--- src/rtl/alu_pkg.sv ---
// alu_pkg: opcode and FSM state encodings shared by the multicycle ALU.
package alu_pkg;
    typedef enum logic [2:0] {
        OP_AND  = 3'd0,
        OP_OR   = 3'd1,
        OP_ADD  = 3'd2,
        OP_MULU = 3'd3,
        OP_DIVU = 3'd4,
        OP_RSVD = 3'd5,
        OP_SUB  = 3'd6,
        OP_SLTU = 3'd7
    } op_e;

    typedef enum logic [1:0] {
        S_IDLE,
        S_CALC,
        S_DONE
    } state_e;
endpackage

--- src/rtl/alu_iter_core.sv ---
// alu_iter_core: one-bit-per-cycle unsigned shift-add multiplier / restoring divider.
// lo_nxt/hi_nxt are the values after the current iteration, so the final result is usable on the last cycle.
module alu_iter_core #(
    parameter int WIDTH = 32
) (
    input  logic             clk,
    input  logic             rst_n,
    input  logic             load,
    input  logic             run,
    input  logic             div,
    input  logic [WIDTH-1:0] a,
    input  logic [WIDTH-1:0] b,
    output logic [WIDTH-1:0] lo_nxt,
    output logic [WIDTH-1:0] hi_nxt,
    output logic             last
);
    localparam int CW = $clog2(WIDTH) + 1;

    logic [CW-1:0]    cnt;
    logic [WIDTH-1:0] lo;
    logic [WIDTH-1:0] hi;
    logic [WIDTH-1:0] opnd;
    logic             div_q;
    logic [WIDTH:0]   sum;
    logic [WIDTH:0]   shifted;
    logic [WIDTH:0]   diff;

    always_ff @(posedge clk or negedge rst_n) begin
        if (!rst_n) begin
            cnt   <= '0;
            lo    <= '0;
            hi    <= '0;
            opnd  <= '0;
            div_q <= 1'b0;
        end else if (load) begin
            cnt   <= '0;
            lo    <= a;
            hi    <= '0;
            opnd  <= b;
            div_q <= div;
        end else if (run) begin
            cnt <= cnt + CW'(1);
            lo  <= lo_nxt;
            hi  <= hi_nxt;
        end
    end

    // hi holds the partial product (mul) or partial remainder (div); diff[WIDTH] is the borrow
    always_comb begin
        sum     = {1'b0, hi} + (lo[0] ? {1'b0, opnd} : '0);
        shifted = {hi, lo[WIDTH-1]};
        diff    = shifted - {1'b0, opnd};
        hi_nxt  = div_q ? (diff[WIDTH] ? shifted[WIDTH-1:0] : diff[WIDTH-1:0]) : sum[WIDTH:1];
        lo_nxt  = div_q ? {lo[WIDTH-2:0], ~diff[WIDTH]} : {sum[0], lo[WIDTH-1:1]};
    end

    assign last = cnt == CW'(WIDTH - 1);
endmodule

--- src/rtl/alu_multicycle.sv ---
// alu_multicycle: ALU with single-cycle logic/add/sub ops and iterative unsigned mul/div.
module alu_multicycle
    import alu_pkg::*;
#(
    parameter int WIDTH = 32
) (
    input  logic             Clk,
    input  logic             Rst_n,
    input  logic             Start,
    input  logic [2:0]       Op,
    input  logic [WIDTH-1:0] A,
    input  logic [WIDTH-1:0] B,
    output logic             Busy,
    output logic             Done,
    output logic [WIDTH-1:0] Result,
    output logic [WIDTH-1:0] Hi,
    output logic             Zero,
    output logic             CarryOut,
    output logic             Overflow,
    output logic             DivZero
);
    state_e           state;
    state_e           state_nxt;
    logic             iter;
    logic             accept;
    logic             last;
    logic [WIDTH-1:0] core_lo;
    logic [WIDTH-1:0] core_hi;
    logic [WIDTH-1:0] s_res;
    logic [WIDTH-1:0] s_hi;
    logic [WIDTH:0]   add;
    logic [WIDTH:0]   sub;
    logic             s_c;
    logic             s_v;
    logic             s_dz;

    alu_iter_core #(.WIDTH(WIDTH)) u_core (
        .clk    (Clk),
        .rst_n  (Rst_n),
        .load   (accept && iter),
        .run    (state == S_CALC),
        .div    (Op == OP_DIVU),
        .a      (A),
        .b      (B),
        .lo_nxt (core_lo),
        .hi_nxt (core_hi),
        .last   (last)
    );

    always_ff @(posedge Clk or negedge Rst_n) begin
        if (!Rst_n) state <= S_IDLE;
        else state <= state_nxt;
    end

    always_comb begin
        iter      = (Op == OP_MULU) || (Op == OP_DIVU && B != '0);
        accept    = state == S_IDLE && Start;
        state_nxt = state;
        case (state)
            S_IDLE:  if (Start && iter) state_nxt = S_CALC;
                     else if (Start) state_nxt = S_DONE;
            S_CALC:  if (last) state_nxt = S_DONE;
            default: state_nxt = S_IDLE;
        endcase
    end

    // Divide by zero bypasses the iterative core and finishes like a single-cycle op
    always_comb begin
        add   = {1'b0, A} + {1'b0, B};
        sub   = {1'b0, A} - {1'b0, B};
        s_res = '0;
        s_hi  = '0;
        s_c   = 1'b0;
        s_v   = 1'b0;
        s_dz  = 1'b0;
        case (Op)
            OP_AND:  s_res = A & B;
            OP_OR:   s_res = A | B;
            OP_ADD: begin
                s_res = add[WIDTH-1:0];
                s_c   = add[WIDTH];
                s_v   = (A[WIDTH-1] == B[WIDTH-1]) && (add[WIDTH-1] != A[WIDTH-1]);
            end
            OP_SUB: begin
                s_res = sub[WIDTH-1:0];
                s_c   = sub[WIDTH];
                s_v   = (A[WIDTH-1] != B[WIDTH-1]) && (sub[WIDTH-1] != A[WIDTH-1]);
            end
            OP_SLTU: s_res = WIDTH'(sub[WIDTH]);
            OP_DIVU: begin
                s_res = '1;
                s_hi  = A;
                s_dz  = 1'b1;
            end
            default: ;
        endcase
    end

    always_ff @(posedge Clk or negedge Rst_n) begin
        if (!Rst_n) begin
            Result   <= '0;
            Hi       <= '0;
            CarryOut <= 1'b0;
            Overflow <= 1'b0;
            DivZero  <= 1'b0;
        end else if (accept && !iter) begin
            Result   <= s_res;
            Hi       <= s_hi;
            CarryOut <= s_c;
            Overflow <= s_v;
            DivZero  <= s_dz;
        end else if (state == S_CALC && last) begin
            Result   <= core_lo;
            Hi       <= core_hi;
            CarryOut <= 1'b0;
            Overflow <= 1'b0;
            DivZero  <= 1'b0;
        end
    end

    assign Busy = state != S_IDLE;
    assign Done = state == S_DONE;
    assign Zero = Result == '0;
endmodule

--- config.mk ---
export PLATFORM = sky130hd
export DESIGN_NAME = alu_multicycle
export DESIGN_NICKNAME = d
export VERILOG_FILES = /design/src/rtl/alu_pkg.sv /design/src/rtl/alu_iter_core.sv /design/src/rtl/alu_multicycle.sv
export SDC_FILE = /design/constraint.sdc
export NUM_CORES = 1
export LEC_CHECK = 0
export BUFFER_PORTS_ARGS = -buffer_cell sky130_fd_sc_hd__buf_2
export CORE_UTILIZATION = 45
export CTS_CLUSTER_DIAMETER = 100
export DETAILED_ROUTE_END_ITERATION = 7
export GPL_TIMING_DRIVEN = 0
export HOLD_SLACK_MARGIN = 0.06
export PLACE_DENSITY = 0.65
export SLEW_MARGIN = 20
export SYNTH_ARGS = -nofsm -noshare
export SYNTH_HDL_FRONTEND = slang
export SYNTH_SLANG_ARGS = --single-unit
export TNS_END_PERCENT = 30
--- constraint.sdc ---
create_clock -name Clk -period 3.2 [get_ports Clk]
set_input_delay 0.48 -clock Clk [delete_from_list [all_inputs] [get_ports Clk]]
set_output_delay 0.48 -clock Clk [all_outputs]
set_load 0.05 [all_outputs]
==> results.py <==
metrics = {
    "synthesis": {
        "synth_xor_area_frac": 0.0435,
        "yosysWarnings": 0,
        "synthArstFlopShare": 1.00,
        "synth_top_area_cell": "dfrtp_1",
        "synth-compound-area-share": 0.298,
        "synth_mux_area_frac": 0.0242,
        "syn_inst": 2162,
        "yosysSeqAreaShare": 0.258,
        "netlist_area_um2": 16700,
        "yosys.area_share.adder": 0.131,
        "yosys_register_bits": 172,
        "yosys_most_used_dff": "dfrtp_1",
        "synth.area.top_cells": "dfrtp_1, ha_1, o21ai_0",
        "synth_top_family_by_area": "compound AO/OA/AOI/OAI gates",
        "synth_nets": 2404,
        "yosys.area_share.simple": 0.181,
        "synth_edf_count": 0,
        "yosys.area.top_type_share": 0.258,
        "ys_types": 85,
        "syn_area_per_cell_um2": 7.73,
    },
    "final_layout": {
        "layout_commonest_cell": "nand2_1",
        "area_growth_pct": 19.0,
        "diodes": 0,
        "fin_nets": 2590,
        "final_cell_mix": "nand2_1, a21oi_1, dfrtp_1",
        "drive_gt1_frac": 0.156,
    },
    "sta": {
        "fin_crit_ns": 3.65,
        "hold_viol": 0,
        "setup_ws_ns": -0.449,
        "setup_violations": 114,
        "worst_slew_pin_slew_ns": 1.16,
        "fin_worst_skew_ns": 0.0115,
        "slew_headroom": 0.224,
        "max_freq_mhz": 274,
        "min_period_over_period": 1.14,
        "rsz0062_at_grt": "yes",
        "maxSlewViolCount": 0,
    },
    "worst_setup_path": {
        "r2r_start": "u_core.lo[31]$_DFFE_PN0P_",
        "rrSetupSlack_ns": -0.45,
        "critPathKind": "flop to flop",
        "cp_data_arrival_time_ns": 3.99,
        "cp-end-kind": "flop",
        "critPathMaxFanout": 5,
        "r2r-end": "u_core.hi[4]$_DFFE_PN0P_",
        "reg2reg_depth": 16,
        "start_kind": "flop",
        "cp.required_ns": 3.54,
    },
    "drt": {
        "first_pass_iters": 5,
        "drt_wl_total_um": 76700,
        "avgViaCountPerCell": 6.57,
        "vias": 18581,
        "drt_iter0_drc": 2329,
        "drc": 0,
        "final_antenna_net_count": 0,
        "drt-wirelength-per-cell_um": 27.1,
    },
    "power": {
        "ir_drop_mv": 0.760,
        "power_density_nw_per_um2": 1050,
        "swShare": 0.530,
        "seqPwrFrac": 0.188,
        "combPwrFrac": 0.703,
        "leakage_uw": 0.00907,
        "p_total_uw": 20900,
        "power.internal_uw": 9820,
        "p_sw_uw": 11100,
        "p_clk_frac": 0.109,
    },
    "hold_path": {
        "min_path_type": "primary input to async pin",
    },
    "clock_network": {
        "cts_htree_levels": 4,
        "cts_tree": "yes",
        "clk_pin_slew_ns": 0.07,
        "cts_sinks": 172,
        "clock_path_buffers": 2,
        "cts_buffers": 17,
        "cts_root_buffer": "clkbuf_16",
        "clk_latency_ns": 0.45,
    },
    "run_status": {
        "violations": "setup timing",
        "outcome": "complete, but fails checks",
    },
    "global_route": {
        "grt_pass1_wl_um": 112000,
        "grt_usage": 0.394,
        "grt_overflow": 0,
        "grt_max_degree": 88,
        "antenna_found_initial": 1,
        "grt_pass1_vias": 17486,
    },
    "place": {
        "gp_congestion": 0.956,
        "portBuffers": 139,
        "place_ws_ns": -1.31,
        "dp_hpwl_um": 58700,
    },
    "die": {
        "fp.dieW_um": 195,
        "dieArea_um2": 37900,
        "start_util": 0.456,
        "rows": 70,
        "core_um2": 36600,
        "ioPinCount": 140,
        "chipHeight_um": 195,
    },
    "run": {
        "drv_cap": 0,
    },
}
-- sequential cells by signal, indices dropped and copies added, names as in the netlist --
| name | cells |
|---|---|
| Hi | 32 |
| Result | 32 |
| u_core.hi | 32 |
| u_core.lo | 32 |
| u_core.opnd | 32 |
| u_core.cnt | 6 |
| state | 2 |
| CarryOut | 1 |
| DivZero | 1 |
| Overflow | 1 |
| u_core.div_q | 1 |
-- cells in the mapped netlist, types with 11 or more instances --
master	instances
a211oi_1	24
a21o_1	47
a21oi_1	192
a31o_2	11
a31oi_1	26
and2_1	36
and3_1	12
clkbuf_1	118
dfrtp_1	172
ha_1	168
inv_1	150
mux2i_1	37
nand2_1	209
nand2b_1	18
nand3_1	79
nand4_1	23
nor2_1	141
nor2b_1	16
nor3_1	41
nor4_1	25
o211ai_1	31
o21a_1	18
o21ai_0	199
o21bai_1	18
o221ai_1	38
o22ai_1	30
o31ai_1	20
or3_1	12
xnor2_1	55
xor2_1	28
-- stage by stage --
| stage | TNS, ns | cells | utilization | hold WS [ns] | cell area, µm² |
|---|---|---|---|---|---|
| 6_report | -24.52 | 2829 | 0.543 | 0.00659 | 19900 |
| 5_1_grt | -32.55 | 2829 | 0.543 | 0.0660 | 19900 |
| 4_1_cts | -26.65 | 2812 | 0.529 | 0.0673 | 19400 |
| 3_5_place_dp | -113.93 | 2770 | 0.494 | 0.505 | 18100 |
| 3_3_place_gp | -342.57 | 2769 | 0.493 | 0.489 | 18000 |
| 2_1_floorplan | -0.733 | 2162 | - | 0.184 | 16800 |
-- power groups by stage --
stage / logic, µW / registers (µW) / clock network, µW
final: 14700 / 3930 / 2280
after global routing: 15600 / 3970 / 2350
after detailed placement: 11600 / 3850 / 0
after CTS: 13000 / 3840 / 2260
after floorplan: 7400 / 4420 / 0
after global placement: 11500 / 3850 / 0
-- layer usage --
metal	part of all wire	wire length, µm	global-route usage	up-vias
met3	0.095	7300	0.0651	219
met2	0.45	34700	0.635	1118
met1	0.40	31000	0.517	9019
li1	-	-	-	8225
met5	0	0	0	-
met4	0.048	3700	0.176	0
-- area by class of cell --
type / instances / area, µm²
Tap cell: 468 / 586
Clock inverter: 9 / 133
Fill cell: 3565 / 16700
Sequential cell: 172 / 4310
Multi-Input combinational cell: 1704 / 12100
Inverter: 152 / 584
Buffer: 129 / 632
Timing Repair Buffer: 172 / 1050
Clock buffer: 23 / 488
-- worst max-delay path: stages (launching register included) --
cell	delay (ns)
dfrtp_2	0.47
inv_2	0.09
ha_4	0.14
inv_2	0.04
fa_2	0.34
a211oi_2	0.23
o21ai_2	0.12
o211ai_1	0.27
a21oi_2	0.14
a31o_2	0.29
a31o_4	0.27
nor2_4	0.26
buf_12	0.19
buf_6	0.10
mux2i_2	0.23
a21oi_1	0.13
a22o_1	0.23
-- what timing repair did --
| action | in CTS | in global routing |
|---|---|---|
| gates resized for setup | 138 | 91 |
| setup endpoints to repair | 123 | 153 |
| cloned | 1 | 2 |
| endpoints found under the hold margin | 0 | 0 |
| setup buffers | 9 | 20 |
| hold buffers | 0 | 0 |
| pin swaps | 38 | 59 |
-- logic make-up after synthesis --
kind of cell	after synthesis
AOI/OAI and AO/OA	768
and+or+nand+nor	641
buffers and inverters	286
adders and majority gates	172
DFF	172
xor gates and xnor gates	83
muxes	40
-- worst max-delay path by stage --
| stage | slack [ns] | start | cells past startpoint | end |
|---|---|---|---|---|
| CTS | -0.49 | u_core.lo[31]$_DFFE_PN0P_ | 15 | Hi[27]$_DFFE_PN0P_ |
| floorplan | -0.21 | A[0] | 13 | CarryOut$_DFFE_PN0P_ |
| finish | -0.45 | u_core.lo[31]$_DFFE_PN0P_ | 16 | u_core.hi[4]$_DFFE_PN0P_ |
| global route | -0.54 | u_core.lo[31]$_DFFE_PN0P_ | 16 | u_core.hi[4]$_DFFE_PN0P_ |
| detailed placement | -1.31 | u_core.lo[31]$_DFFE_PN0P_ | 15 | Hi[7]$_DFFE_PN0P_ |
| global placement | -1.34 | u_core.lo[31]$_DFFE_PN0P_ | 15 | Hi[7]$_DFFE_PN0P_ |
(Power assumes the default switching activity.)
